<file path="config.mk">
export PLATFORM = sky130hd
export DESIGN_NAME = alu_op_sequencer
export DESIGN_NICKNAME = d
export VERILOG_FILES = /design/src/rtl/alu_op_sequencer.sv
export SDC_FILE = /design/constraint.sdc
export NUM_CORES = 1
export LEC_CHECK = 0
export BUFFER_PORTS_ARGS = -buffer_cell sky130_fd_sc_hd__buf_4
export CAP_MARGIN = 20
export CORE_ASPECT_RATIO = 0.8
export CORE_MARGIN = 5
export CORE_UTILIZATION = 55
export CTS_CLUSTER_SIZE = 20
export DETAILED_ROUTE_END_ITERATION = 7
export PLACE_DENSITY = 0.77
export SLEW_MARGIN = 20
export SYNTH_ARGS = -nofsm -noshare
export SYNTH_HDL_FRONTEND = slang
export SYNTH_SLANG_ARGS = --single-unit
</file>
<file path="constraint.sdc">
create_clock -name clk -period 5.44 [get_ports clk]
set_input_delay 0.272 -clock clk [delete_from_list [all_inputs] [get_ports clk]]
set_output_delay 0.272 -clock clk [all_outputs]
set_load 0.01 [all_outputs]
</file>
<file path="src/rtl/alu_op_sequencer.sv">
// Command-driven sequencer for one 20-bit ALU operation at a time, including an
// iterative shift-add multiply; valid/ready on both command and result sides.
module alu_op_sequencer #(
    parameter int unsigned WIDTH = 20
) (
    input  logic             clk,
    input  logic             reset,
    input  logic             cmd_valid,
    output logic             cmd_ready,
    input  logic [3:0]       cmd_op,
    input  logic [WIDTH-1:0] cmd_a,
    input  logic [WIDTH-1:0] cmd_b,
    output logic             res_valid,
    input  logic             res_ready,
    output logic [WIDTH-1:0] res_data,
    output logic             res_zero,
    output logic             res_carry,
    output logic             res_ovf,
    output logic             res_err,
    output logic             busy
);

    localparam int unsigned ACC_W = 2 * WIDTH;
    localparam int unsigned CNT_W = $clog2(WIDTH);
    localparam int unsigned SUM_W = WIDTH + 1;

    localparam logic [3:0] OP_ADD  = 4'd0;
    localparam logic [3:0] OP_ADDC = 4'd1;
    localparam logic [3:0] OP_SUB  = 4'd2;
    localparam logic [3:0] OP_AND  = 4'd3;
    localparam logic [3:0] OP_OR   = 4'd4;
    localparam logic [3:0] OP_XOR  = 4'd5;
    localparam logic [3:0] OP_NOT  = 4'd6;
    localparam logic [3:0] OP_SHL  = 4'd7;
    localparam logic [3:0] OP_SHR  = 4'd8;
    localparam logic [3:0] OP_INC  = 4'd9;
    localparam logic [3:0] OP_PASS = 4'd10;
    localparam logic [3:0] OP_MUL  = 4'd11;

    typedef enum logic [1:0] {
        S_IDLE = 2'd0,
        S_EXEC = 2'd1,
        S_MUL  = 2'd2,
        S_DONE = 2'd3
    } state_t;

    state_t             state;
    state_t             state_next;

    logic [3:0]         op_q;
    logic [WIDTH-1:0]   a_q;
    logic [WIDTH-1:0]   b_q;
    logic               carry_flag;

    logic [ACC_W-1:0]   acc_q;
    logic [ACC_W-1:0]   mcand_q;
    logic [WIDTH-1:0]   mplier_q;
    logic [CNT_W-1:0]   cnt_q;

    logic [WIDTH-1:0]   exec_data;
    logic               exec_carry;
    logic               exec_err;
    logic               exec_upd_carry;
    logic [SUM_W-1:0]   exec_sum;
    logic [ACC_W-1:0]   mul_next;
    logic               mul_last;

    // State register
    always_ff @(posedge clk) begin
        if (reset) begin
            state <= S_IDLE;
        end else begin
            state <= state_next;
        end
    end

    // Next-state and handshake/status decode
    always_comb begin
        state_next = state;
        cmd_ready  = 1'b0;
        busy       = 1'b1;
        unique case (state)
            S_IDLE: begin
                busy      = 1'b0;
                cmd_ready = ~reset;
                if (cmd_valid) begin
                    state_next = (cmd_op == OP_MUL) ? S_MUL : S_EXEC;
                end
            end
            S_EXEC: state_next = S_DONE;
            S_MUL: begin
                if (mul_last) begin
                    state_next = S_DONE;
                end
            end
            S_DONE: begin
                if (res_ready) begin
                    state_next = S_IDLE;
                end
            end
            default: state_next = S_IDLE;
        endcase
    end

    // Single-cycle ALU result for the EXEC state
    always_comb begin
        exec_data      = '0;
        exec_carry     = 1'b0;
        exec_err       = 1'b0;
        exec_upd_carry = 1'b0;
        exec_sum       = '0;
        case (op_q)
            OP_ADD: begin
                exec_sum       = {1'b0, a_q} + {1'b0, b_q};
                exec_data      = exec_sum[WIDTH-1:0];
                exec_carry     = exec_sum[WIDTH];
                exec_upd_carry = 1'b1;
            end
            OP_ADDC: begin
                exec_sum       = {1'b0, a_q} + {1'b0, b_q} + SUM_W'(carry_flag);
                exec_data      = exec_sum[WIDTH-1:0];
                exec_carry     = exec_sum[WIDTH];
                exec_upd_carry = 1'b1;
            end
            OP_SUB: begin
                exec_data      = a_q - b_q;
                exec_carry     = (a_q < b_q);
                exec_upd_carry = 1'b1;
            end
            OP_AND:  exec_data = a_q & b_q;
            OP_OR:   exec_data = a_q | b_q;
            OP_XOR:  exec_data = a_q ^ b_q;
            OP_NOT:  exec_data = ~a_q;
            OP_SHL:  exec_data = a_q << b_q[3:0];
            OP_SHR:  exec_data = a_q >> b_q[3:0];
            OP_INC:  exec_data = a_q + WIDTH'(1);
            OP_PASS: exec_data = b_q;
            OP_MUL:  exec_data = '0;
            default: exec_err  = 1'b1;
        endcase
    end

    // One multiplier bit per cycle, LSB first
    assign mul_next = acc_q + (mplier_q[0] ? mcand_q : '0);
    assign mul_last = (cnt_q == CNT_W'(WIDTH - 1));

    // Operand capture, multiply iteration and registered result outputs
    always_ff @(posedge clk) begin
        if (reset) begin
            op_q       <= '0;
            a_q        <= '0;
            b_q        <= '0;
            carry_flag <= 1'b0;
            acc_q      <= '0;
            mcand_q    <= '0;
            mplier_q   <= '0;
            cnt_q      <= '0;
            res_valid  <= 1'b0;
            res_data   <= '0;
            res_zero   <= 1'b0;
            res_carry  <= 1'b0;
            res_ovf    <= 1'b0;
            res_err    <= 1'b0;
        end else begin
            unique case (state)
                S_IDLE: begin
                    if (cmd_valid) begin
                        op_q     <= cmd_op;
                        a_q      <= cmd_a;
                        b_q      <= cmd_b;
                        acc_q    <= '0;
                        mcand_q  <= ACC_W'(cmd_a);
                        mplier_q <= cmd_b;
                        cnt_q    <= '0;
                    end
                end
                S_EXEC: begin
                    res_valid <= 1'b1;
                    res_data  <= exec_data;
                    res_zero  <= ~|exec_data;
                    res_carry <= exec_carry;
                    res_ovf   <= 1'b0;
                    res_err   <= exec_err;
                    if (exec_upd_carry) begin
                        carry_flag <= exec_carry;
                    end
                end
                S_MUL: begin
                    acc_q    <= mul_next;
                    mcand_q  <= mcand_q << 1;
                    mplier_q <= mplier_q >> 1;
                    cnt_q    <= cnt_q + CNT_W'(1);
                    if (mul_last) begin
                        res_valid <= 1'b1;
                        res_data  <= mul_next[WIDTH-1:0];
                        res_zero  <= ~|mul_next[WIDTH-1:0];
                        res_carry <= 1'b0;
                        res_ovf   <= |mul_next[ACC_W-1:WIDTH];
                        res_err   <= 1'b0;
                    end
                end
                S_DONE: begin
                    if (res_ready) begin
                        res_valid <= 1'b0;
                        res_data  <= '0;
                        res_zero  <= 1'b0;
                        res_carry <= 1'b0;
                        res_ovf   <= 1'b0;
                        res_err   <= 1'b0;
                    end
                end
                default: ;
            endcase
        end
    end

endmodule

</file>
# Word-level counts from Yosys, hierarchy flattened
# Index checks and enable logic that the tools add are counted.
# word_totals
output_inout_bits,27
register_bits,177
elab_cells,97
in_bits,48
# op_classes
eq_ne,19
order_cmp,1
shifts,2
reduce_logical,16
n_mux,33
n_bitwise,5
addsub,6
# op_table
op,n
$pmux W20 S11,1
$pmux W40 S2,2
$mux W40,3
$mux W20,3
$pmux W20 S3,1
$reduce_or A20 Y1,3
$add A40 B40 Y40,1
$pmux W20 S2,1
$add A20 B20 Y21,1
$add A21 B1 Y21,1
$add A20 B1 Y20 const B,1
$and A20 B20 Y20,1
$eq A4 B4 Y1 const B,5
$lt A20 B20 Y1,1
$not A20 Y20,1
$or A20 B20 Y20,1
$shl A20 B4 Y20,1
$shr A20 B4 Y20,1
$sub A20 B20 Y20,1
$xor A20 B20 Y20,1
$pmux W1 S3,6
$eq A4 B3 Y1 const B,4
$reduce_or A12 Y1,1
$pmux W5 S2,1
20 further kinds,39

# Longest topological paths before layout
# Gate-level depths: netlist of the first run.
# depth
word_depth,6
mapped_depth,18
ltp_nobuf,15

# Worst setup path before layout of the first run
# No wires, ideal clock.
# synth_timing
path_type,reg2reg
start,register b_q[2]
end,register carry_flag
path_buffers,5
setup_slack_ps,1057
arrival_ps,4250
setup_time_ps,133
stages_incl_launch_ff,19
required_time_ps,5307
synth_period_minus_slack_ps,4383
path_cell_list,dfxtp_1 > clkbuf_1 > inv_1 > clkbuf_1 > buf_1 > ha_1 > buf_4 > nor2b_4 > o221ai_1 > a2111o_1 > a21oi_2 > nor3_1 > or3b_1 > buf_6 > nor3_4 > nand3_2 > or4_1 > a31oi_1 > a311oi_1
# synth_via
elab_chain_len,3
word_cells_on_any_way,4
classes_between,add/sub: 2; order compare: 1; mux: 1
# synth_lines
item,line,text
from (decl),52,logic [WIDTH-1:0] b_q;
from (signal assigned),170,b_q <= cmd_b;
$add A20 B20 Y21,"114, 120",
$add A21 B1 Y21,120,"exec_sum = {1'b0, a_q} + {1'b0, b_q} + SUM_W'(carry_flag);"
$pmux W1 S3 (*),112,case (op_q)
to (signal assigned),185,carry_flag <= exec_carry;
to (decl),53,logic carry_flag;
# Every way passes the cells marked *; elsewhere a longest branch is shown, timed or not.
# A chain may end at the register's enable or synchronous reset.

# Final worst setup path of the first run
# layout_timing
start,register a_q[0]
end,register carry_flag
# layout_via
elab_chain_len,3
word_cells_on_any_way,4
classes_between,add/sub: 2; order compare: 1; mux: 1
# layout_lines
item,line,text
from (decl),51,logic [WIDTH-1:0] a_q;
from (signal assigned),169,a_q <= cmd_a;
$add A20 B20 Y21,"114, 120",
$add A21 B1 Y21,120,
$pmux W1 S3 (*),112,
# Marks and branches as above.

==> results of run 1 <==
[worst reg2reg max path, cell delays in order, from the launching register on]
cell and delay, ns:
dfxtp_1 0.61, ha_1 0.34, inv_1 0.08, fa_1 0.51
nor2b_4 0.18, o22ai_1 0.12, xnor2_2 0.33, nand3_1 0.28
nor3_4 0.32, or3b_1 0.52, nor3_4 0.28, nand3_2 0.13
or4_1 0.51, a31oi_1 0.29, a311oi_1 0.15
[report_power, final]
group	internal [mW]	switching (mW)
sequential	1.46	0.220
combinational	0.827	1.48
clock	0.634	0.658
total	2.92	2.35
[logic make-up (layout without fill, tap and decap cells)]
logic type | count (synthesis) | count (layout) | synth area share, %
buffers and inverters | 235 | 229 | 5.87
flip-flops | 177 | 177 | 23.0
AND/OR/NAND/NOR | 755 | 755 | 23.4
AO/OA/AOI/OAI | 631 | 631 | 27.7
XOR/XNOR | 92 | 92 | 5.29
multiplexers | 64 | 64 | 5.57
adder cells (fa/ha/maj) | 111 | 111 | 9.18
[metrics by stage]
| step | util [%] | power, mW |
|---|---|---|
| after floorplan | - | 3.12 |
| after detailed placement | 58.9 | 3.91 |
| after CTS | 61.2 | 5.19 |
| after global routing | 61.2 | 5.51 |
| final | 61.2 | 5.27 |
| after global placement | 58.9 | 3.88 |
[layout make-up]
| type | instances | area [µm²] |
|---|---|---|
| clock inverter | 15 | 200 |
| clock buffer | 17 | 425 |
| multi-input combinational | 1653 | 11000 |
| inverter | 76 | 285 |
| timing repair buffer | 121 | 912 |
| tap | 364 | 455 |
| fill | 2579 | 10600 |
| sequential | 177 | 3550 |
[state kept, by name, summed over array words and instances, names as in the netlist]
register / flops
acc_q: 40
mcand_q: 40
a_q: 20
b_q: 20
mplier_q: 20
res_data: 20
cnt_q: 5
op_q: 4
state: 2
carry_flag: 1
res_carry: 1
res_err: 1
res_ovf: 1
res_valid: 1
res_zero: 1
[routing by layer]
| layer | vias to the layer above | global-route usage, % |
|---|---|---|
| li1 | 7480 | - |
| met3 | 68 | 11.6 |
| met5 | - | 0 |
| met4 | 0 | 7.62 |
| met2 | 1103 | 46.2 |
| met1 | 7791 | 56.1 |
[path summary, 6_finish.rpt]
path / end
min: b_q[1]$_SDFFE_PP0P_
min reg2reg: mplier_q[12]$_SDFFE_PP0P_
max: carry_flag$_SDFFE_PP0P_
max reg2reg: carry_flag$_SDFFE_PP0P_
[placed cells by master, fill, tap and decap left out, types with 9 or more instances in the layout]
cell type	Yosys	routed
nor2_1	238	236
nand2_1	199	199
dfxtp_1	177	173
a21oi_1	163	162
buf_4	1	120
ha_1	108	107
a22oi_1	89	89
nor3_1	77	77
inv_1	74	74
o21ai_0	70	70
xnor2_1	66	66
and2_1	54	53
o22ai_1	51	51
nand3_1	44	44
a21o_1	40	40
a211oi_1	36	36
mux2i_1	35	35
xor2_1	25	25
nand2b_1	23	23
a31oi_1	22	22
o211ai_1	19	19
nand4_1	18	18
nor2b_1	17	17
a221oi_1	17	17
clkbuf_16	0	17
mux4_2	16	16
nor4_1	15	15
o21bai_1	14	14
mux2_2	13	13
and3_1	12	12
or3_1	11	11
a211o_1	9	9
o221ai_1	9	9
or4_1	9	9
==> flow_summary.ini, run 1 <==
[drt]
dr_wl_met3_um = 8530
drt_iter0_markers = 2080
via_count = 16442
wl_um = 58600
vias_per_cell = 6.79
highest_layer = met4
drt-met1-wl_um = 26600
drc = 0
met2_length_um = 22400
drt-pass1-iter-count = 7
antenna_left = 0
wl_per_cell_um = 24.2

[worst_setup_path]
cp_top_family = simple AND/OR/NAND/NOR gates
critPathMaxFanout = 12
end_kind = register
critPathLaunchType = register
r2r_cells = 14
critical_path.most_common_cell = nor3_4
cp_num_cells = 14
crit_path_top_delay_cell = dfxtp_1
crit_required_ns = 5.72
startpoint = a_q[0]$_SDFFE_PP0P_
r2r_slack_ns = 0.63
critPathBufInv = 1
crit_chain = ha_1 -> inv_1 -> fa_1 -> nor2b_4 -> o22ai_1 -> xnor2_2 -> nand3_1 -> nor3_4 -> or3b_1 -> nor3_4 -> nand3_2 -> or4_1 -> a31oi_1 -> a311oi_1
critical_path_class = reg -> reg
cpPeakStageDelay_ns = 0.61
worst-endpoint-arrival_ns = 5.09
r2r_start = a_q[0]$_SDFFE_PP0P_

[cts]
clk_latency_ns = 0.45
cts_tree = built
post_cts_resize_count = 0
postCtsHoldBufs = 0
cts.sinks = 177
clk_pin_slew_worst_paths_ns = 0.08
cts_max_level = 4
post_cts_buffers = 0
cts_buffers = 17
cts_root_buf = clkbuf_16
cts_buffer_depth = 2

[status]
status = finished, final reports clean

[synthesis]
synthTopCellsByCount = nor2_1 (238), nand2_1 (199), dfxtp_1 (177), a21oi_1 (163), clkbuf_1 (126)
synth_edf_count = 0
synth_top_area_share_pct = 23.0
synth.largest_area_cell = dfxtp_1
async_reset_ff_share_pct = 0
netlist_instances = 2065
synth_fp_nets = 2224
ys_ff_latch = 177
synthFlopType = dfxtp_1
synth_area_leaders = dfxtp_1 (23%), ha_1 (8.8%), nor2_1 (5.8%)
synth.avg_cell_area_um2 = 7.45
synthesis.area_um2 = 15400
ys_types = 92
ys_seq_area_share_pct = 23.0
yosys_warnings = 0
yosysMostFrequentCell = nor2_1

[placed_design]
pre_cts_ws_ns = 0.817
dpl.hpwl_um = 44500
dp_cells = 2391
placed_area_um2 = 16200
place.gp.congestion = 1.04
portBuffers = 74

[sta]
fin_ws_ns = 0.631
tightest_slew_ns = 1.10
clock_skew_ns = 0.0189
clock.fmax_ghz = 0.208
max-slew-margin-rel_pct = 26.1
setup_viol = 0
fin_crit_ns = 4.81
maxSlewViolCount = 0
hold_viol_final = 0
holdWs_ns = 0.0733
min_period_over_period_pct = 88.4
rsz0062_at_grt = no
tns_ns = 0

[global_routing]
grt_first_pass_wirelength_um = 88700
grt-ovfl-total = 0
grt_antenna_before_repair = 1
grt_max_degree = 93
grt_pass1_vias = 14550
grtUsageTotal_pct = 35.6

[die]
dieArea_um2 = 31400
core_area_um2 = 27400
die_w_um = 197
rows = 54
start_util_pct = 56.1
die_h_um = 160
boundaryPins = 75

[pwr]
pwr_density_cell_nw_per_um2 = 314
leakagePower_nw = 6.71
ir_drop_v = 0.000282

[cells_and_area]
fin_area_um2 = 16800
antenna_cells = 0
final_cell_count_no_fill = 2423
areaGrowthSynthToFinish_pct = 9.18
layout.nets = 2205
drive_gt1_share_pct = 10.5

[hold_path]
holdCritPathClass = in -> reg
holdPathStages = 3
hold_start = cmd_b[1]

[job]
maxCapViolCount = 0
Note: power is estimated with default switching activity, not from simulation.
==> run 2, diff against run 1 <==
Settings changed: CORE_UTILIZATION 55 to 25, GPL_TIMING_DRIVEN set to 0, PLACE_DENSITY 0.77 to 0.43.
==> flow_summary.ini, run 2 (synthesis gave the netlist of run 1 again) <==
[status]
status = finished, final reports clean

[cts]
cts_max_level = 4
clk_latency_ns = 0.49
cts_buffer_depth = 2
cts.sinks = 177
clk_pin_slew_worst_paths_ns = 0.08
cts_root_buf = clkbuf_16
cts_tree = built
cts_buffers = 17

[worst_setup_path]
critPathLaunchType = register
worst-endpoint-arrival_ns = 5.73
critPathCapture = res_zero$_SDFFE_PP0P_
r2r_cells = 15
critPathMaxFanout = 10
critical_path_class = reg -> reg
startpoint = a_q[8]$_SDFFE_PP0P_
r2r_slack_ns = 0.14
end_kind = register
r2r-end = res_zero$_SDFFE_PP0P_
crit_required_ns = 5.87
r2r_start = a_q[8]$_SDFFE_PP0P_

[global_routing]
grt_max_degree = 20
grt-ovfl-total = 0
grt_pass1_vias = 15668
grt_antenna_before_repair = 2
grtUsageTotal_pct = 22.5
grt_first_pass_wirelength_um = 111000

[drt]
vias_per_cell = 5.57
drc = 0
wl_per_cell_um = 25.6
wl_um = 76800
drt_iter0_markers = 2183
via_count = 16733
antenna_left = 0
drt-pass1-iter-count = 8

[sta]
fin_ws_ns = 0.143
rsz0062_at_grt = no
fin_crit_ns = 5.30
clock_skew_ns = 0.0141
tightest_slew_ns = 1.17
clock.fmax_ghz = 0.189
tns_ns = 0
min_period_over_period_pct = 97.4
hold_viol_final = 0
setup_viol = 0
maxSlewViolCount = 0
max-slew-margin-rel_pct = 22.2

[die]
boundaryPins = 75
die_h_um = 232
die_w_um = 287
rows = 81
dieArea_um2 = 66600
start_util_pct = 25.2
core_area_um2 = 61000

[cells_and_area]
drive_gt1_share_pct = 8.46
layout_commonest_cell = nor2_1
largestRegisters = acc_q x40, mcand_q x40
layout.nets = 2320
antenna_cells = 0
final_cell_count_no_fill = 3004
final_cell_mix = nor2_1 (238), nand2_1 (199), dfxtp_1 (177), a21oi_1 (163), clkbuf_1 (120)
fill_cells = 6809
areaGrowthSynthToFinish_pct = 14.8
postLayoutCoreUtil_pct = 28.9

[placed_design]
place.gp.congestion = 1.00
dpl.hpwl_um = 62900
portBuffers = 73
pre_cts_ws_ns = -0.587
dp_cells = 2971

[job]
maxCapViolCount = 0

[pwr]
leakagePower_nw = 6.74
ir_drop_v = 0.000178
pwr_density_cell_nw_per_um2 = 311

[hold_path]
holdCritPathClass = in -> reg
## run 2: cell type report
type | count | area [µm²] | share of cell area (%)
multi-input combinational | 1653 | 11000 | 62.1
timing repair buffer | 78 | 583 | 3.30
clock inverter | 15 | 185 | 1.05
clock buffer | 17 | 425 | 2.41
buffer | 158 | 622 | 3.52
inverter | 76 | 293 | 1.66
sequential | 177 | 3540 | 20.1
tap | 830 | 1040 | 5.88
## run 2: metrics by stage
step | total power, mW | hold slack (ns) | area (µm²)
after CTS | 5.47 | 0.00730 | 17600
after floorplan | 3.12 | 0.408 | 15400
after global placement | 4.12 | 0.475 | 17000
final | 5.50 | 0.0392 | 17700
after detailed placement | 4.13 | 0.480 | 17000
after global routing | 5.79 | 0.0114 | 17700
## run 2: how the worst min path moves through the flow
stage / from / to / cells after the start
after global routing: cmd_b[3] / b_q[3]$_SDFFE_PP0P_ / 3
after CTS: cmd_b[6] / b_q[6]$_SDFFE_PP0P_ / 3
final: cmd_b[6] / b_q[6]$_SDFFE_PP0P_ / 3
after global placement: acc_q[34]$_SDFFE_PP0P_ / acc_q[34]$_SDFFE_PP0P_ / 2
after floorplan: cmd_b[10] / b_q[10]$_SDFFE_PP0P_ / 2
after detailed placement: acc_q[34]$_SDFFE_PP0P_ / acc_q[34]$_SDFFE_PP0P_ / 2
## run 2: power by group
part / switching (mW) / internal, mW / leakage, nW
Combinational: 1.70 / 0.829 / 4.99
Sequential: 0.194 / 1.46 / 1.45
Clock: 0.653 / 0.662 / 0.298
## run 2: routing by layer
metal	vias up	global-route usage [%]	wire, µm
met2	730	30.1	29800
li1	7717	-	-
met3	74	5.55	7000
met1	8212	35.5	38500
met4	0	5.11	1440
met5	-	0	0
## run 2: timing repair
item	CTS	global route
buffers inserted	1	0
endpoints found under the setup margin	13	4
endpoints found under the hold margin	1	0
cloned	0	0
hold buffers	1	0
gates resized for setup	5	11
## run 2: critical path, cell delays in order, from the launching register on
cell,delay (ns)
dfxtp_1,0.59
clkbuf_1,0.44
inv_1,0.21
ha_1,0.33
clkbuf_1,0.35
inv_1,0.24
a21oi_1,0.35
nor2_1,0.07
o21ai_0,0.50
o311ai_0,0.24
a221oi_1,0.46
o221ai_1,0.33
a311o_1,0.45
nor4_1,0.29
and4_1,0.24
a41o_1,0.16
